File: src/rtl/mem_port_arbiter_if.sv
// Requester and memory-side signals of the shared memory port arbiter.
// The slave modport is the arbiter's view; master is the environment's view.
interface mem_port_arbiter_if #(
  parameter int ADDR_W = 16,
  parameter int DATA_W = 32
);
  logic              if_req;
  logic [ADDR_W-1:0] if_addr;
  logic              if_gnt;
  logic              if_rvalid;
  logic [DATA_W-1:0] if_rdata;
  logic              d_req;
  logic              d_we;
  logic [ADDR_W-1:0] d_addr;
  logic [DATA_W-1:0] d_wdata;
  logic              d_gnt;
  logic              d_rvalid;
  logic [DATA_W-1:0] d_rdata;
  logic              mem_en;
  logic              mem_we;
  logic [ADDR_W-1:0] mem_addr;
  logic [DATA_W-1:0] mem_wdata;
  logic [DATA_W-1:0] mem_rdata;
  logic              busy;

  modport slave (
    input  if_req, if_addr, d_req, d_we, d_addr, d_wdata, mem_rdata,
    output if_gnt, if_rvalid, if_rdata, d_gnt, d_rvalid, d_rdata,
           mem_en, mem_we, mem_addr, mem_wdata, busy
  );

  modport master (
    output if_req, if_addr, d_req, d_we, d_addr, d_wdata, mem_rdata,
    input  if_gnt, if_rvalid, if_rdata, d_gnt, d_rvalid, d_rdata,
           mem_en, mem_we, mem_addr, mem_wdata, busy
  );
endinterface

File: src/rtl/mem_port_arbiter.sv
// Shares one single-port synchronous memory between instruction fetch and load/store.
// Data has priority over fetch, bounded by a streak limit so fetch cannot starve.
module mem_port_arbiter #(
  parameter int ADDR_W       = 16,
  parameter int DATA_W       = 32,
  parameter int MEM_LAT      = 1,
  parameter int MAX_D_STREAK = 4
) (
  input  logic                clk,
  input  logic                rst,
  mem_port_arbiter_if.slave   bus
);

  localparam int SW = $clog2(MAX_D_STREAK + 1);
  localparam int WW = (MEM_LAT > 1) ? $clog2(MEM_LAT) : 1;
  localparam logic [SW-1:0] STREAK_MAX = SW'(MAX_D_STREAK);
  localparam logic [WW-1:0] WAIT_INIT  = WW'(MEM_LAT - 1);

  typedef enum logic [1:0] {
    IDLE = 2'd0,
    CMD  = 2'd1,
    WAIT = 2'd2
  } state_t;

  state_t            state_r, state_s;
  logic [SW-1:0]     streak_r;
  logic [WW-1:0]     wcnt_r;
  logic              sel_d_r;
  logic              we_r;
  logic              if_gnt_s, d_gnt_s;
  logic              mem_en_r, mem_we_r;
  logic [ADDR_W-1:0] mem_addr_r;
  logic [DATA_W-1:0] mem_wdata_r;
  logic              if_rvalid_r, d_rvalid_r;
  logic [DATA_W-1:0] if_rdata_r, d_rdata_r;
  logic              busy_r;

  // Grants are only issued from IDLE and never while reset is held.
  always_comb begin
    state_s  = state_r;
    if_gnt_s = 1'b0;
    d_gnt_s  = 1'b0;
    case (state_r)
      IDLE: begin
        if (rst) begin
          state_s = IDLE;
        end else if (bus.d_req && !(bus.if_req && (streak_r == STREAK_MAX))) begin
          d_gnt_s = 1'b1;
          state_s = CMD;
        end else if (bus.if_req) begin
          if_gnt_s = 1'b1;
          state_s  = CMD;
        end else begin
          state_s = IDLE;
        end
      end
      CMD:  state_s = WAIT;
      WAIT: begin
        if (wcnt_r == {WW{1'b0}}) begin
          state_s = IDLE;
        end else begin
          state_s = WAIT;
        end
      end
      default: state_s = IDLE;
    endcase
  end

  // State, command, streak and response registers.
  always_ff @(posedge clk or posedge rst) begin
    if (rst) begin
      state_r     <= IDLE;
      streak_r    <= {SW{1'b0}};
      wcnt_r      <= {WW{1'b0}};
      sel_d_r     <= 1'b0;
      we_r        <= 1'b0;
      mem_en_r    <= 1'b0;
      mem_we_r    <= 1'b0;
      mem_addr_r  <= {ADDR_W{1'b0}};
      mem_wdata_r <= {DATA_W{1'b0}};
      if_rvalid_r <= 1'b0;
      d_rvalid_r  <= 1'b0;
      if_rdata_r  <= {DATA_W{1'b0}};
      d_rdata_r   <= {DATA_W{1'b0}};
      busy_r      <= 1'b0;
    end else begin
      state_r     <= state_s;
      busy_r      <= (state_s != IDLE);
      mem_en_r    <= 1'b0;
      mem_we_r    <= 1'b0;
      if_rvalid_r <= 1'b0;
      d_rvalid_r  <= 1'b0;
      case (state_r)
        IDLE: begin
          if (d_gnt_s) begin
            sel_d_r     <= 1'b1;
            we_r        <= bus.d_we;
            mem_en_r    <= 1'b1;
            mem_we_r    <= bus.d_we;
            mem_addr_r  <= bus.d_addr;
            mem_wdata_r <= bus.d_wdata;
            // Streak only counts data wins that actually made fetch wait.
            if (!bus.if_req) begin
              streak_r <= {SW{1'b0}};
            end else if (streak_r != STREAK_MAX) begin
              streak_r <= streak_r + SW'(1);
            end else begin
              streak_r <= streak_r;
            end
          end else if (if_gnt_s) begin
            sel_d_r     <= 1'b0;
            we_r        <= 1'b0;
            mem_en_r    <= 1'b1;
            mem_addr_r  <= bus.if_addr;
            mem_wdata_r <= {DATA_W{1'b0}};
            streak_r    <= {SW{1'b0}};
          end else begin
            streak_r <= streak_r;
          end
        end
        CMD: wcnt_r <= WAIT_INIT;
        WAIT: begin
          if (wcnt_r == {WW{1'b0}}) begin
            if (sel_d_r) begin
              d_rvalid_r <= 1'b1;
              d_rdata_r  <= we_r ? {DATA_W{1'b0}} : bus.mem_rdata;
            end else begin
              if_rvalid_r <= 1'b1;
              if_rdata_r  <= bus.mem_rdata;
            end
          end else begin
            wcnt_r <= wcnt_r - WW'(1);
          end
        end
        default: wcnt_r <= {WW{1'b0}};
      endcase
    end
  end

  assign bus.if_gnt    = if_gnt_s;
  assign bus.d_gnt     = d_gnt_s;
  assign bus.mem_en    = mem_en_r;
  assign bus.mem_we    = mem_we_r;
  assign bus.mem_addr  = mem_addr_r;
  assign bus.mem_wdata = mem_wdata_r;
  assign bus.if_rvalid = if_rvalid_r;
  assign bus.if_rdata  = if_rdata_r;
  assign bus.d_rvalid  = d_rvalid_r;
  assign bus.d_rdata   = d_rdata_r;
  assign bus.busy      = busy_r;

endmodule
File: src/flat_wrapper.sv
// flat-port wrapper written by rule: the top's interface ports become plain ports
module mem_port_arbiter_flat 
#(
  parameter int ADDR_W       = 16,
  parameter int DATA_W       = 32,
  parameter int MEM_LAT      = 1,
  parameter int MAX_D_STREAK = 4
)
  (clk, rst, bus_if_req, bus_if_addr, bus_d_req, bus_d_we, bus_d_addr, bus_d_wdata, bus_mem_rdata, bus_if_gnt, bus_if_rvalid, bus_if_rdata, bus_d_gnt, bus_d_rvalid, bus_d_rdata, bus_mem_en, bus_mem_we, bus_mem_addr, bus_mem_wdata, bus_busy);
  mem_port_arbiter_if #(.ADDR_W(ADDR_W), .DATA_W(DATA_W)) bus_i ();
  input  logic clk;
  input  logic rst;
  input wire logic [$bits(bus_i.if_req)-1:0] bus_if_req;
  input wire logic [$bits(bus_i.if_addr)-1:0] bus_if_addr;
  input wire logic [$bits(bus_i.d_req)-1:0] bus_d_req;
  input wire logic [$bits(bus_i.d_we)-1:0] bus_d_we;
  input wire logic [$bits(bus_i.d_addr)-1:0] bus_d_addr;
  input wire logic [$bits(bus_i.d_wdata)-1:0] bus_d_wdata;
  input wire logic [$bits(bus_i.mem_rdata)-1:0] bus_mem_rdata;
  output wire logic [$bits(bus_i.if_gnt)-1:0] bus_if_gnt;
  output wire logic [$bits(bus_i.if_rvalid)-1:0] bus_if_rvalid;
  output wire logic [$bits(bus_i.if_rdata)-1:0] bus_if_rdata;
  output wire logic [$bits(bus_i.d_gnt)-1:0] bus_d_gnt;
  output wire logic [$bits(bus_i.d_rvalid)-1:0] bus_d_rvalid;
  output wire logic [$bits(bus_i.d_rdata)-1:0] bus_d_rdata;
  output wire logic [$bits(bus_i.mem_en)-1:0] bus_mem_en;
  output wire logic [$bits(bus_i.mem_we)-1:0] bus_mem_we;
  output wire logic [$bits(bus_i.mem_addr)-1:0] bus_mem_addr;
  output wire logic [$bits(bus_i.mem_wdata)-1:0] bus_mem_wdata;
  output wire logic [$bits(bus_i.busy)-1:0] bus_busy;
  assign bus_i.if_req = bus_if_req;
  assign bus_i.if_addr = bus_if_addr;
  assign bus_i.d_req = bus_d_req;
  assign bus_i.d_we = bus_d_we;
  assign bus_i.d_addr = bus_d_addr;
  assign bus_i.d_wdata = bus_d_wdata;
  assign bus_i.mem_rdata = bus_mem_rdata;
  assign bus_if_gnt = bus_i.if_gnt;
  assign bus_if_rvalid = bus_i.if_rvalid;
  assign bus_if_rdata = bus_i.if_rdata;
  assign bus_d_gnt = bus_i.d_gnt;
  assign bus_d_rvalid = bus_i.d_rvalid;
  assign bus_d_rdata = bus_i.d_rdata;
  assign bus_mem_en = bus_i.mem_en;
  assign bus_mem_we = bus_i.mem_we;
  assign bus_mem_addr = bus_i.mem_addr;
  assign bus_mem_wdata = bus_i.mem_wdata;
  assign bus_busy = bus_i.busy;
  mem_port_arbiter #(.ADDR_W(ADDR_W), .DATA_W(DATA_W), .MEM_LAT(MEM_LAT), .MAX_D_STREAK(MAX_D_STREAK)) u_core (.clk(clk), .rst(rst), .bus(bus_i));
endmodule
File: config.mk
export PLATFORM = sky130hd
export DESIGN_NAME = mem_port_arbiter_flat
export DESIGN_NICKNAME = d
export VERILOG_FILES = /design/src/rtl/mem_port_arbiter_if.sv /design/src/rtl/mem_port_arbiter.sv /design/src/flat_wrapper.sv
export SDC_FILE = /design/constraint.sdc
export NUM_CORES = 1
export LEC_CHECK = 0
export BUFFER_PORTS_ARGS = -buffer_cell sky130_fd_sc_hd__buf_2
export CAP_MARGIN = 20
export CORE_MARGIN = 1
export CORE_UTILIZATION = 45
export CTS_CLUSTER_SIZE = 12
export DETAILED_ROUTE_END_ITERATION = 12
export PLACE_DENSITY = 0.76
export SLEW_MARGIN = 5
export SYNTH_ARGS = -nofsm -noshare
export SYNTH_HDL_FRONTEND = slang
export SYNTH_SLANG_ARGS = --single-unit
File: constraint.sdc
create_clock -name clk -period 4.3 [get_ports clk]
set_input_delay 0 -clock clk [delete_from_list [all_inputs] [get_ports clk]]
set_output_delay 0 -clock clk [all_outputs]
set_load 0.01 [all_outputs]
# Yosys cells after proc, flatten, opt, wreduce, memory -nomap -nowiden
# Index checks and enable logic that the tools add are counted.
[word_totals]
latchBits = 0
output_inout_bits = 119
mem_count = 0
reg_bits = 125
rom_bits = 0
in_bits = 101
ram_bits = 0
word_cells = 70
[op_classes]
eq_ne = 5
magnitude_cmp = 0
reduce_logical = 10
addsub = 2
mux = 37
bitwise_logic = 2
multipliers = 0
shifts = 0
n_div = 0
[ops]
columns = ["cell", "n"]
rows = [
  ["two-way mux 32 bit", 3],
  ["two-way mux 16 bit", 2],
  ["two-way mux 1 bit", 23],
  ["two-way mux 3 bit", 4],
  ["AND reduction 3 bit", 3],
  ["two-way mux 2 bit", 3],
  ["case mux 2 bit (3 select lines)", 1],
  ["nonzero test 2 bit", 2],
  ["adder 3 x 1 -> 3 bit (second input constant)", 1],
  ["== test 3 bit (second input constant)", 1],
  ["!= test 3 x 2 -> 1 bit (second input constant)", 1],
  ["!= test 3 bit (second input constant)", 1],
  ["== test 2 x 1 -> 1 bit (second input constant)", 1],
  ["== test 2 bit (second input constant)", 1],
  ["logical AND 1 bit", 2],
  ["logical NOT 2 bit", 1],
  ["inverter 1 bit", 2],
  ["case mux 1 bit (2 select lines)", 1],
  ["AND reduction 2 bit", 1],
  ["logical NOT 1 bit", 1],
  ["subtractor 1 bit (second input constant)", 1],
]

# Logic depth before layout (Yosys ltp)
# Gate-level depths: netlist of run 1.
[depth]
word_depth = 10
mapped_depth = 8
mapped_depth_nobuf = 5

# Worst setup path before layout of run 1
# Ideal clock, no wire load.
[synth_timing]
kind = "register -> register"
startpoint = "reg u_core.streak_r[0]"
endpoint = "reg u_core.mem_addr_r[10] (netlist: u_core.bus.mem_addr[10])"
setup_time_ns = 0.082
synth_period_minus_slack_ns = 1.548
path_stages_with_launch = 8
t_required_ns = 4.218
setup_slack_ns = 2.752
arrival_time_ns = 1.466
path_cell_list = "dfrtp_1 inv_1 ha_1 and3_1 buf_2 clkbuf_1 o31ai_1 a31oi_1"
[synth_via]
elab_chain_len = 9
elab_cells_between_ends = 13
classes_between = "eq/ne (1); mux (7); reduce/logical (5)"
[synth_lines]
columns = ["element", "line", "source"]
rows = [
  ["start, declared", "mem_port_arbiter.sv:26", "logic [SW-1:0] streak_r;"],
  ["start signal, assigned", "mem_port_arbiter.sv:73", "streak_r <= {SW{1'b0}};"],
  ["start signal, assigned", "mem_port_arbiter.sv:104", "streak_r <= {SW{1'b0}};"],
  ["start signal, assigned", "mem_port_arbiter.sv:106", "streak_r <= streak_r + SW'(1);"],
  ["== test 3 bit (*)", "mem_port_arbiter.sv:47", "end else if (bus.d_req && !(bus.if_req && (streak_r == STREAK_MAX))) begin"],
  ["logical AND 1 bit (*)", "mem_port_arbiter.sv:47", ""],
  ["logical NOT 1 bit (*)", "mem_port_arbiter.sv:47", ""],
  ["logical AND 1 bit (*)", "mem_port_arbiter.sv:47", ""],
  ["two-way mux 1 bit", "mem_port_arbiter.sv:47", ""],
  ["two-way mux 1 bit", "mem_port_arbiter.sv:45", "if (rst) begin"],
  ["two-way mux 1 bit", "mem_port_arbiter.sv:43", "case (state_r)"],
  ["nonzero test 2 bit (no line)", "--", ""],
  ["AND reduction 2 bit (no line)", "--", ""],
  ["end signal, assigned", "mem_port_arbiter.sv:79", "mem_addr_r <= {ADDR_W{1'b0}};"],
  ["end signal, assigned", "mem_port_arbiter.sv:100", "mem_addr_r <= bus.d_addr;"],
  ["end signal, assigned", "mem_port_arbiter.sv:114", "mem_addr_r <= bus.if_addr;"],
  ["end, declared", "mem_port_arbiter.sv:32", "logic [ADDR_W-1:0] mem_addr_r;"],
]
# Mark *: on every way between the ends. The rest lies on a longest branch, timed or not.
# A chain may end at the register's enable or synchronous reset.

# Worst setup path in the final report of run 1
[layout_timing]
startpoint = "reg u_core.streak_r[0]"
endpoint = "reg u_core.mem_addr_r[2] (netlist: u_core.bus.mem_addr[2])"
# Same word-level chain as after synthesis.

==> summary.txt, run 1 <==
Hold path
  – Hold Path Class: in -> async

Clock tree
  – CTS tree: done
  – Clk root buf: clkbuf_8
  – Num Clock Sinks: roughly 120
  – CTS Buf Count: 17
  – Clock Latency Late Sink: about 0.5 ns
  – # H-tree levels: 4
  – Post-CTS setup buffer count: 0
  – Clock slew at reported path FFs: 0.06 ns
  – Post-cts resize count: 0
  – Clock buffer depth: 2

Power
  – Post-layout power: between 4000 and 5000 uW
  – Switching pwr: between 1000 and 1500 uW
  – Cell Pwr Density: a little under 600 mW/mm2
  – Sw frac: 0.307
  – VDD IR max: between 300 and 400 uV
  – Seq pwr share: 0.405
  – P_leak: between 0.003 and 0.004 uW
  – Clk network pwr share: 0.295
  – Comb pwr share: 0.300
  – Int Pwr: just over 3000 uW

Route
  – Drt first pass iters: 4
  – Post-Route WL: between 10 and 15 mm
  – Post-route ant nets: 0
  – Remaining DRCs: 0
  – Vias: 4483
  – First DRT Iteration DRCs: 209
  – Routed len/inst: around 16 um
  – Drt via density: 5.11

Finish
  – Share of cells above drive strength 1: 0.397
  – # diodes: 0
  – Area Overhead vs Synth: 55.0%
  – # fillers: 750
  – Final net count: between 800 and 900
  – Finished Layout Cells: 878
  – Core Util, Final: 0.713

Timing
  – Relative slew slack: 0.412
  – Setup Viol. Count Final: 0
  – Period Utilization, post-route: 0.634
  – Max Slew Vio Count: 0
  – Clock Skews: 0.00957 ns
  – Slew @ Worst Pin: about 0.88 ns
  – Setup slack after layout: ~1.6 ns
  – Final-report hold violation count: 0
  – Fin crit period: around 2.7 ns
  – TNS Setup: 0 ns
  – RSZ-0062 raised after global routing: false
  – Fmax: 367 MHz

Die
  – Die height: 107 um
  – Row Count: 38
  – Initial Util: 0.460
  – Core area: 0.0108 mm2
  – Chip Width: 107 um
  – I/O pin count: 220
  – Die ar.: 0.0115 mm2

Placed design
  – Cells after DPL: ~750
  – I/O Buffers: about 220
  – Final GP Congestion: 0.818
  – Hpwl dp: between 8 and 9 mm
  – Pre-CTS setup slack: a little over 2 ns

Global routing
  – Vias in the first global route: about 4600
  – First-pass GRT wire length: between 20 and 25 mm
  – GRT Total Usage: 0.251
  – Pin count of the biggest net entering global routing: 84
  – Initial antenna violation count: 0
  – GRT overflow: 0

Yosys
  – Yosys reg bits: around 120
  – Synth cell types: 32
  – Post-Synth Simple-Gate Area: 0.101
  – Synth Net Count: 517
  – Most frequent cell after synthesis: dfrtp_1
  – Seq/Total Area, Yosys: 0.622
  – Main synth FF type: dfrtp_1
  – Synth top area cells: dfrtp_1 62%, mux2_2 7.2%, a22o_1 5.8%, nand2b_1 4.0%, o21ai_0 3.2%
  – Post-Synth XOR/XNOR Area: 0
  – Syn Area/Cell: around 12 um2
  – Post-synth EDFFs: 0
  – FFs w/ async S/R, synth: 1.00
  – Top-area cell type share of the netlist area: 0.622
  – Largest family of logic cells by synthesized area: compound AO/OA/AOI/OAI gates
  – Adder-cell share of the synthesized area: 0.00502
  – Cell area after synthesis: 0.00499 mm2
  – Post-synthesis mux area share: 0.0723
  – Synth top cells by count: 124 x dfrtp_1, 34 x nand2_1, 33 x a22o_1
  – Synthesis warning total: 0
  – Synth area leader: dfrtp_1
  – Cells after Synth: 414
  – Complex-gate fraction of the synthesized area: 0.160

Critical path
  – R2R cell count: 7
  – Worst setup path start: u_core.streak_r[0]
  – RR Startpoint: u_core.streak_r[0]
  – Kind of critical path: reg -> reg
  – Worst Path Required: 4.68 ns
  – Crit Reg-Reg Endpoint: u_core.bus.mem_addr[2]
  – CP arrival: just over 3 ns
  – CP Capture Point: u_core.bus.mem_addr[2]
  – CP Launch Type: flip-flop
  – Nature of the critical path endpoint: flip-flop
  – CP max FO: 17
  – FF-to-FF setup slack: roughly 1.6 ns

Run
  – Max_cap viols: 0

Status
  – Status: complete, no violations
## registers in the layout (all words and copies together), names as in the netlist
signal	count
u_core.bus.busy	1
u_core.bus.mem_we	1
u_core.streak_r	3
u_core.bus.mem_wdata	32
u_core.state_r	2
u_core.bus.if_rvalid	1
u_core.sel_d_r	1
u_core.bus.mem_en	1
u_core.bus.d_rdata	32
u_core.bus.if_rdata	32
u_core.bus.mem_addr	16
u_core.we_r	1
u_core.bus.d_rvalid	1
## cells by family (layout without fill, tap and decap cells)
kind of cell             count (synthesis)  in the layout
flip-flops                             124            124
adder cells (fa/ha/maj)                  2              2
AO/OA/AOI/OAI                          120            120
multiplexers                            32             32
AND/OR/NAND/NOR                         95             95
buffers and inverters                   41            365
## power groups by stage
stage	Combinational, uW	Sequential [uW]	Clock, uW
final	1340	1810	1320
after global routing	1470	1860	1400
after CTS	1340	1810	1340
after detailed placement	1220	1820	0
after global placement	1190	1800	0
after floorplan	471	1990	0
## worst max-delay path, stage by stage (launching register included)
cell,delay [ns]
dfrtp_1,0.37
inv_1,0.10
ha_1,0.20
nand3_1,0.47
nand3_1,0.24
dlygate4sd3_1,0.56
a31oi_1,0.08
dlygate4sd3_1,0.57
## cell type report
class	instances	area [um2]	share of cell area
Tap cell	140	175	0.0227
Clock buffer	23	457	0.0591
Timing Repair Buffer	326	2170	0.281
Inverter	8	32.5	0.00421
Sequential cell	124	3100	0.401
Clock inverter	8	92.6	0.0120
Multi-Input combinational cell	249	1700	0.220
## routing by layer
| layer | vias to the layer above | wire [um] | GRT usage |
|---|---|---|---|
| met3 | 34 | 959 | 0.0642 |
| met2 | 217 | 7260 | 0.449 |
| li1 | 2099 | - | - |
| met1 | 2133 | 5430 | 0.285 |
| met4 | 0 | 325 | 0.105 |
| met5 | - | 0 | 0 |
## how the worst min path moves through the flow
| stage | to | from | slack, ns |
|---|---|---|---|
| 4_1_cts | u_core.bus.mem_wdata[8] | bus_d_wdata[8] | 0.21 |
| 6_report | u_core.bus.mem_addr[4] | rst | 0.02 |
| 2_1_floorplan | bus_if_gnt | bus_if_req | 0.09 |
| 3_5_place_dp | u_core.bus.mem_wdata[31] | bus_d_wdata[31] | 0.22 |
| 3_3_place_gp | u_core.bus.mem_wdata[30] | bus_d_wdata[30] | 0.22 |
| 5_1_grt | u_core.bus.mem_addr[4] | rst | 0.03 |
## timing repair
item | in CTS | in global routing
hold buffers | 101 | 0
hold endpoints to repair | 199 | 0
setup endpoints to repair | 0 | 0
## metrics by stage
| stage | cell area, um2 | hold WS, ns |
|---|---|---|
| after global routing | 7730 | 0.0256 |
| after global placement | 6140 | 0.217 |
| after floorplan | 4990 | 0.0909 |
| after detailed placement | 6140 | 0.221 |
| after CTS | 7700 | 0.208 |
| final | 7730 | 0.0234 |
## placed cells by master (no fill, tap or decap), drive strengths merged, types with 2 or more instances in the layout
cell type	synthesis	routed
or2	2	2
nand3	17	17
nand2b	32	32
nand2	35	35
buf	18	225
a31oi	17	17
inv	7	7
nor3	2	2
bufinv	0	2
o31ai	16	16
a21oi	18	18
dlygate4sd3	0	101
a22o	33	33
mux2	32	32
o21ai	32	32
nor3b	2	2
ha	2	2
dfrtp	124	124
clkinv	1	6
clkbuf	15	23
(Power assumes the default switching activity.)
==> run 2, diff against run 1 <==
ABC_AREA = 1   (was unset)
PLACE_DENSITY = 0.75   (was 0.76)
clock period = 2.7 ns   (was 4.3 ns; I/O delays follow)
==> run 2 against run 1 <==
  * Register-to-register slack worse by 1.3 ns
  * Highest routed layer unchanged
  * Clock skew up 0.00069 ns
  * Combinational power up 63%
  * Synthesized cell count up 40%
  * First-iteration DRC count up 82%
  * Count of clock-buffer cells in the layout down 1
  * Largest cell class unchanged
  * Setup slack worse by 1.3 ns
  * Wire length up 17%
  * Total power up 69%
  * Cell area up 2.6%
==> summary.txt, run 2 <==
Finish
  – Commonest cells after routing, fill and taps aside: 278 x nand2_1, 219 x buf_2, 124 x dfrtp_1, 101 x dlygate4sd3_1, 51 x nand3_1
  – Final net count: 1002 (+21%)
  – Most common cell after layout, fill and taps aside: nand2_1
  – Design Area, Final: 0.00793 mm2 (+2.6%)
  – # diodes: 0 (unchanged)
  – Share of cells above drive strength 1: 0.291 (-0.106)
  – Area Overhead vs Synth: 57.0%

Status
  – Status: complete, no violations

Yosys
  – Synthesis warning total: 0 (unchanged)
  – Seq/Total Area, Yosys: 0.614 (-0.00832)
  – Cells after Synth: 581 (+40%)
  – Most frequent cell after synthesis: nand2_1
  – Syn Area/Cell: 8.70 um2 (-28%)
  – Synth top cells by count: 278 x nand2_1, 124 x dfrtp_1, 51 x nand3_1
  – Main synth FF type: dfrtp_1
  – Top-area cell type share of the netlist area: 0.614 (-0.00832)
  – Synth Net Count: 684 (+32%)
  – Synth cell types: 18 (-44%)
  – Cell area after synthesis: 0.00505 mm2 (+1.4%)
  – Yosys reg bits: 124 (unchanged)
  – Synth top area cells: dfrtp_1 61%, nand2_1 21%, nand3_1 5.0%, o21ai_0 3.7%, o21bai_1 2.4%
  – Synth area leader: dfrtp_1
  – Post-synth EDFFs: 0 (unchanged)
  – FFs w/ async S/R, synth: 1.00 (unchanged)

Timing
  – Max Slew Vio Count: 0 (unchanged)
  – Fin crit period: 2.47 ns (-0.256 ns)
  – RSZ-0062 raised after global routing: false
  – Setup Viol. Count Final: 0 (unchanged)
  – Fmax: 405 MHz (+10%)
  – Slew @ Worst Pin: 0.992 ns (+0.109 ns)
  – Period Utilization, post-route: 0.915 (+0.281)
  – Relative slew slack: 0.339 (-0.0728)
  – Clock Skews: 0.0103 ns (+0.000695 ns)
  – Setup slack after layout: 0.229 ns (-1.34 ns)
  – Final-report hold violation count: 0 (unchanged)

Critical path
  – Kind of critical path: reg -> reg
  – CP max-delay cell: dlygate4sd3_1
  – Nature of the critical path endpoint: flip-flop
  – CP arrival: 2.87 ns (-0.24 ns)
  – CP bufs+invs: 2 (-1)
  – Crit path cell chain: inv_1 > ha_1 > nand3_1 > nand2_1 > nor2_4 > nand2_1 > nand3_1 > dlygate4sd3_1 > nand2_1
  – Delay-heaviest family, CP: simple AND/OR/NAND/NOR gates
  – Worst Path Required: 3.10 ns (-1.58 ns)
  – CP Launch Type: flip-flop
  – Critical path's largest stage delay: 0.58 ns (about the same)
  – CP max FO: 30 (+13)
  – CP most frequent cell: nand2_1

Clock tree
  – Clock slew at reported path FFs: 0.07 ns (about the same)
  – CTS tree: done
  – Num Clock Sinks: 124 (unchanged)
  – Clk root buf: clkbuf_8
  – Clock Latency Late Sink: 0.52 ns (about the same)
  – Post-cts resize count: 0 (unchanged)
  – Post-CTS setup buffer count: 0 (unchanged)
  – Clock buffer depth: 2 (unchanged)
  – # H-tree levels: 4 (unchanged)
  – CTS Buf Count: 17 (unchanged)

Route
  – Drt first pass iters: 5 (+1)
  – Remaining DRCs: 0 (unchanged)
  – Post-Route WL: 16.4 mm (+17%)
  – Vias: 5314 (+19%)
  – First DRT Iteration DRCs: 380 (+82%)
  – Post-route ant nets: 0 (unchanged)
  – Routed len/inst: 15.6 um (-2.0%)
  – Drt via density: 5.05 (-1.1%)

Global routing
  – Vias in the first global route: 5367 (+16%)
  – GRT overflow: 0 (unchanged)
  – GRT Total Usage: 0.290 (+0.0389)
  – Pin count of the biggest net entering global routing: 80 (-4.8%)
  – Initial antenna violation count: 0 (unchanged)
  – First-pass GRT wire length: 25.7 mm (+16%)

Power
  – Cell Pwr Density: 951 mW/mm2 (+64%)
  – P_leak: 0.00439 uW (+15%)
  – VDD IR max: 534 uV (+53%)

Die
  – Chip Width: 108 um (+0.66%)
  – I/O pin count: 220 (unchanged)
  – Die height: 108 um (+0.66%)
  – Core area: 0.0109 mm2 (+0.44%)
  – Initial Util: 0.464 (+0.00420)
  – Die ar.: 0.0117 mm2 (+1.3%)
  – Row Count: 38 (unchanged)

Placed design
  – I/O Buffers: 219 (unchanged)
  – Final GP Congestion: 0.810 (-1.1%)
  – Hpwl dp: 9.17 mm (+8.6%)
  – Placed cell areas: 0.00626 mm2 (+1.9%)
  – Pre-CTS setup slack: 0.777 ns (-1.27 ns)

Hold path
  – Hold Path Class: in -> reg

Run
  – Max_cap viols: 0 (unchanged)
run 2: cell types whose count changed in the layout (fill, tap and decap cells not counted), moves of 17 or more:
cell / before / now
inv_1: 5 / 26
mux2_2: 32 / 0
a22o_1: 33 / 0
a31oi_1: 17 / 0
nand2_1: 34 / 278
a21oi_1: 18 / 0
nand3_1: 17 / 51
nand2b_1: 32 / 0
run 2: worst paths after layout:
kind / slack [ns] / from / end / depth (start not counted)
min in group asynchronous: 0.24 / rst / u_core.bus.mem_wdata[26] / 4
worst max register to register: 0.23 / u_core.streak_r[0] / u_core.bus.mem_addr[12] / 9
worst min-delay path: 0.23 / bus_d_wdata[7] / u_core.bus.mem_wdata[7] / 4
worst min register to register: 0.47 / u_core.bus.mem_wdata[23] / u_core.bus.mem_wdata[23] / 2
max in group asynchronous: 1.06 / rst / u_core.bus.d_rdata[21] / 5
worst max-delay path: 0.23 / u_core.streak_r[0] / u_core.bus.mem_addr[12] / 9
run 2: cells by family after synthesis:
family,Yosys count,synth area share
compound gates,54,0.0616
xor+xnor,1,0.00173
fa+ha+maj,2,0.00495
buf+inv,61,0.0522
flops,124,0.614
simple gates,339,0.266
run 2: stage by stage:
| step | power [uW] | cells | setup TNS (ns) | hold WS, ns | utilization |
|---|---|---|---|---|---|
| 6_report | 7550 | 1052 | 0 | 0.228 | 0.729 |
| 5_1_grt | 7970 | 1052 | 0 | 0.230 | 0.729 |
| 4_1_cts | 7530 | 1051 | 0 | 0.191 | 0.727 |
| 3_5_place_dp | 4890 | 918 | 0 | 0.205 | 0.575 |
| 3_3_place_gp | 4810 | 918 | 0 | 0.200 | 0.575 |
| 2_1_floorplan | 3910 | 581 | -0.549 | 0.110 | - |
run 2: layer usage:
| layer | part of all wire | GRT usage | up-vias |
|---|---|---|---|
| li1 | - | - | 2456 |
| met4 | 0.030 | 0.149 | 0 |
| met3 | 0.076 | 0.0802 | 48 |
| met5 | 0 | 0 | - |
| met1 | 0.39 | 0.334 | 2531 |
| met2 | 0.51 | 0.495 | 279 |
run 2: worst reg2reg max path, stage by stage (launching register included):
cell and delay [ns]:
dfrtp_1 0.40, inv_1 0.07, ha_1 0.21, nand3_1 0.10, nand2_1 0.11, nor2_4 0.53
nand2_1 0.16, nand3_1 0.15, dlygate4sd3_1 0.58, nand2_1 0.06
run 2: power by group:
part           leakage [uW]  switching [uW]  internal, uW
Clock              0.000307             810          1670
Combinational       0.00252            1270           912
Sequential          0.00156             368          2520
run 2: timing repair:
action | 4_1_cts | 5_1_grt
setup endpoints to repair | 0 | 0
hold buffers | 101 | 0
endpoints found under the hold margin | 163 | 0
run 2: area by class of cell:
class	instances	area, um2
flip-flops and latches	124	3100
fillers	765	2950
repair buffers	332	2200
multi-input cells	396	1690
clock buffers	22	463
clock inverters	10	186
well taps	140	175
inverters	28	109
==> run 3, diff against run 2 <==
CAP_MARGIN = unset   (was 20)
HOLD_SLACK_MARGIN = 0.1   (was unset)
RECOVER_POWER = 100   (was unset)
==> run 3 against run 2 <==
  * The flow now finishes with violations (capacitance limit, slew limit)
  * Non-clock buffer count increased by 11
  * Sequential power about the same
  * Die area unchanged
  * Clock skew decreased by 0.0022 ns
  * Core utilization decreased by 0.57 points
  * Total power decreased by 2.0%
  * Count of clock-buffer cells in the layout unchanged
  * Setup slack improved by 0.013 ns
  * Final cell count increased by 1.0%
  * Largest cell class unchanged
  * Largest power group unchanged
  * Highest routed layer unchanged
==> summary.txt, run 3 (synthesis gave the netlist of run 2 again) <==
Die
  – Row Count: 38 (unchanged)
  – Initial Util: 0.464 (unchanged)
  – Die height: 108 um (unchanged)
  – Chip Width: 108 um (unchanged)
  – Core area: 0.0109 mm2 (unchanged)
  – Die ar.: 0.0117 mm2 (unchanged)
  – I/O pin count: 220 (unchanged)

Critical path
  – CP arrival: 2.85 ns (-0.02 ns)
  – R2R cell count: 9 (unchanged)
  – CP max FO: 30 (unchanged)
  – CP Launch Type: flip-flop
  – Worst Path Required: 3.09 ns (about the same)
  – Kind of critical path: reg -> reg
  – Nature of the critical path endpoint: flip-flop

Timing
  – Relative slew slack: -0.0383 (-0.377)
  – Setup Viol. Count Final: 0 (unchanged)
  – Setup slack after layout: 0.242 ns (+0.0126 ns)
  – Fmax: 407 MHz (+0.51%)
  – Fin crit period: 2.46 ns (-0.0126 ns)
  – Max Slew Vio Count: 52 (+52)
  – RSZ-0062 raised after global routing: false
  – Slew @ Worst Pin: 1.56 ns (+0.564 ns)
  – Final-report hold violation count: 0 (unchanged)
  – Period Utilization, post-route: 0.910 (-0.00467)
  – Clock Skews: 0.00810 ns (-0.00217 ns)

Clock tree
  – Clock Latency Late Sink: 0.52 ns (about the same)
  – Clk root buf: clkbuf_8
  – Clock buffer depth: 2 (unchanged)
  – Clock slew at reported path FFs: 0.06 ns (about the same)
  – Post-CTS setup buffer count: 0 (unchanged)
  – Num Clock Sinks: 124 (unchanged)
  – # H-tree levels: 4 (unchanged)
  – CTS tree: done
  – CTS Buf Count: 17 (unchanged)

Power
  – Cell Pwr Density: 940 mW/mm2 (-1.2%)
  – VDD IR max: 496 uV (-7.2%)
  – P_leak: 0.00400 uW (-9.0%)
  – Post-layout power: 7400 uW (-2.0%)

Hold path
  – Hold Path Class: in -> reg
  – Hold depth: 4 (unchanged)

Placed design
  – Hpwl dp: 9.17 mm (unchanged)
  – Cells after DPL: 918 (unchanged)
  – I/O Buffers: 219 (unchanged)
  – Final GP Congestion: 0.810 (unchanged)
  – Placed cell areas: 0.00626 mm2 (unchanged)
  – Pre-CTS setup slack: 0.777 ns (unchanged)

Global routing
  – GRT overflow: 0 (unchanged)
  – GRT Total Usage: 0.295 (+0.00414)
  – Vias in the first global route: 5421 (+1.0%)
  – Pin count of the biggest net entering global routing: 80 (unchanged)
  – First-pass GRT wire length: 26.1 mm (+1.6%)
  – Initial antenna violation count: 0 (unchanged)

Route
  – Routed len/inst: 15.7 um (+0.80%)
  – First DRT Iteration DRCs: 355 (-6.6%)
  – Drt via density: 5.07 (+0.31%)
  – Post-Route WL: 16.7 mm (+1.9%)
  – Vias: 5386 (+1.4%)
  – Drt first pass iters: 5 (unchanged)
  – Remaining DRCs: 0 (unchanged)
  – Post-route ant nets: 0 (unchanged)

Finish
  – Final net count: 1013 (+1.1%)
  – Share of cells above drive strength 1: 0.152 (-0.139)
  – Area Overhead vs Synth: 55.7%
  – Core Util, Final: 0.723 (-0.00575)
  – # diodes: 0 (unchanged)
  – Design Area, Final: 0.00787 mm2 (-0.79%)
  – Finished Layout Cells: 1063 (+1.0%)
  – # fillers: 814 (+6.4%)
  – Commonest cells after routing, fill and taps aside: 278 x nand2_1, 124 x clkbuf_1, 124 x dfrtp_1, 113 x dlygate4sd3_1, 98 x buf_2
  – Most common cell after layout, fill and taps aside: nand2_1

Status
  – Failing checks: capacitance limit, slew limit
  – Status: complete, but fails checks

Run
  – Max_cap viols: 1 (+1)
-- run 3: cell types whose count changed in the layout (fill, tap and decap cells not counted), sizes merged --
cell and delta:
clkbuf +126, dlygate4sd3 +12, buf -127
-- run 3: worst paths after layout --
| kind | from | endpoint | slack (ns) |
|---|---|---|---|
| max reg2reg | u_core.streak_r[0] | u_core.bus.mem_addr[8] | 0.24 |
| min reg2reg | u_core.bus.mem_wdata[15] | u_core.bus.mem_wdata[15] | 0.47 |
| max | u_core.streak_r[0] | u_core.bus.mem_addr[8] | 0.24 |
| min | bus_d_wdata[10] | u_core.bus.mem_wdata[10] | 0.23 |
| max in group asynchronous | rst | u_core.bus.d_rdata[21] | 0.64 |
| min in group asynchronous | rst | u_core.bus.mem_wdata[26] | 0.46 |
-- run 3: layout make-up --
cell class / count / area (um2) / area share
flip-flops and latches: 124 / 3100 / 0.394
inverters: 28 / 109 / 0.0138
clock inverters: 10 / 186 / 0.0237
multi-input cells: 396 / 1690 / 0.215
clock buffers: 22 / 463 / 0.0588
well taps: 140 / 175 / 0.0223
repair buffers: 343 / 2140 / 0.272
-- run 3: where the power goes --
group          switching, uW  leakage [uW]  total (uW)  internal, uW
clock network            813      0.000307        2480          1670
registers                389       0.00156        2910          2520
logic                   1270       0.00213        2010           733
total                   2480       0.00400        7400          4920
-- run 3: what timing repair did --
action | CTS | global route
hold buffers | 113 | 0
endpoints found under the hold margin | 164 | 0
gates resized for setup | 0 | 0
-- run 3: stage by stage --
stage | setup TNS, ns | hold WS (ns)
finish | 0 | 0.228
global route | 0 | 0.231
CTS | 0 | 0.191
detailed placement | 0 | 0.205
global placement | 0 | 0.200
floorplan | -0.549 | 0.110
-- run 3: worst max-delay path, cell delays in order, from the launching register on --
cell,delay (ns)
dfrtp_1,0.40
inv_1,0.07
ha_1,0.20
nand3_1,0.09
nand2_1,0.10
nor2_4,0.53
nand2_1,0.14
nand3_1,0.12
dlygate4sd3_1,0.59
nand2_1,0.08
-- run 3: layer usage --
layer  GRT usage  wire length [um]  vias up
li1            -                 -     2478
met1       0.338              6470     2562
met2       0.515              8510      305
met3      0.0741              1360       41
met4       0.135               366        0
met5           0                 0        -
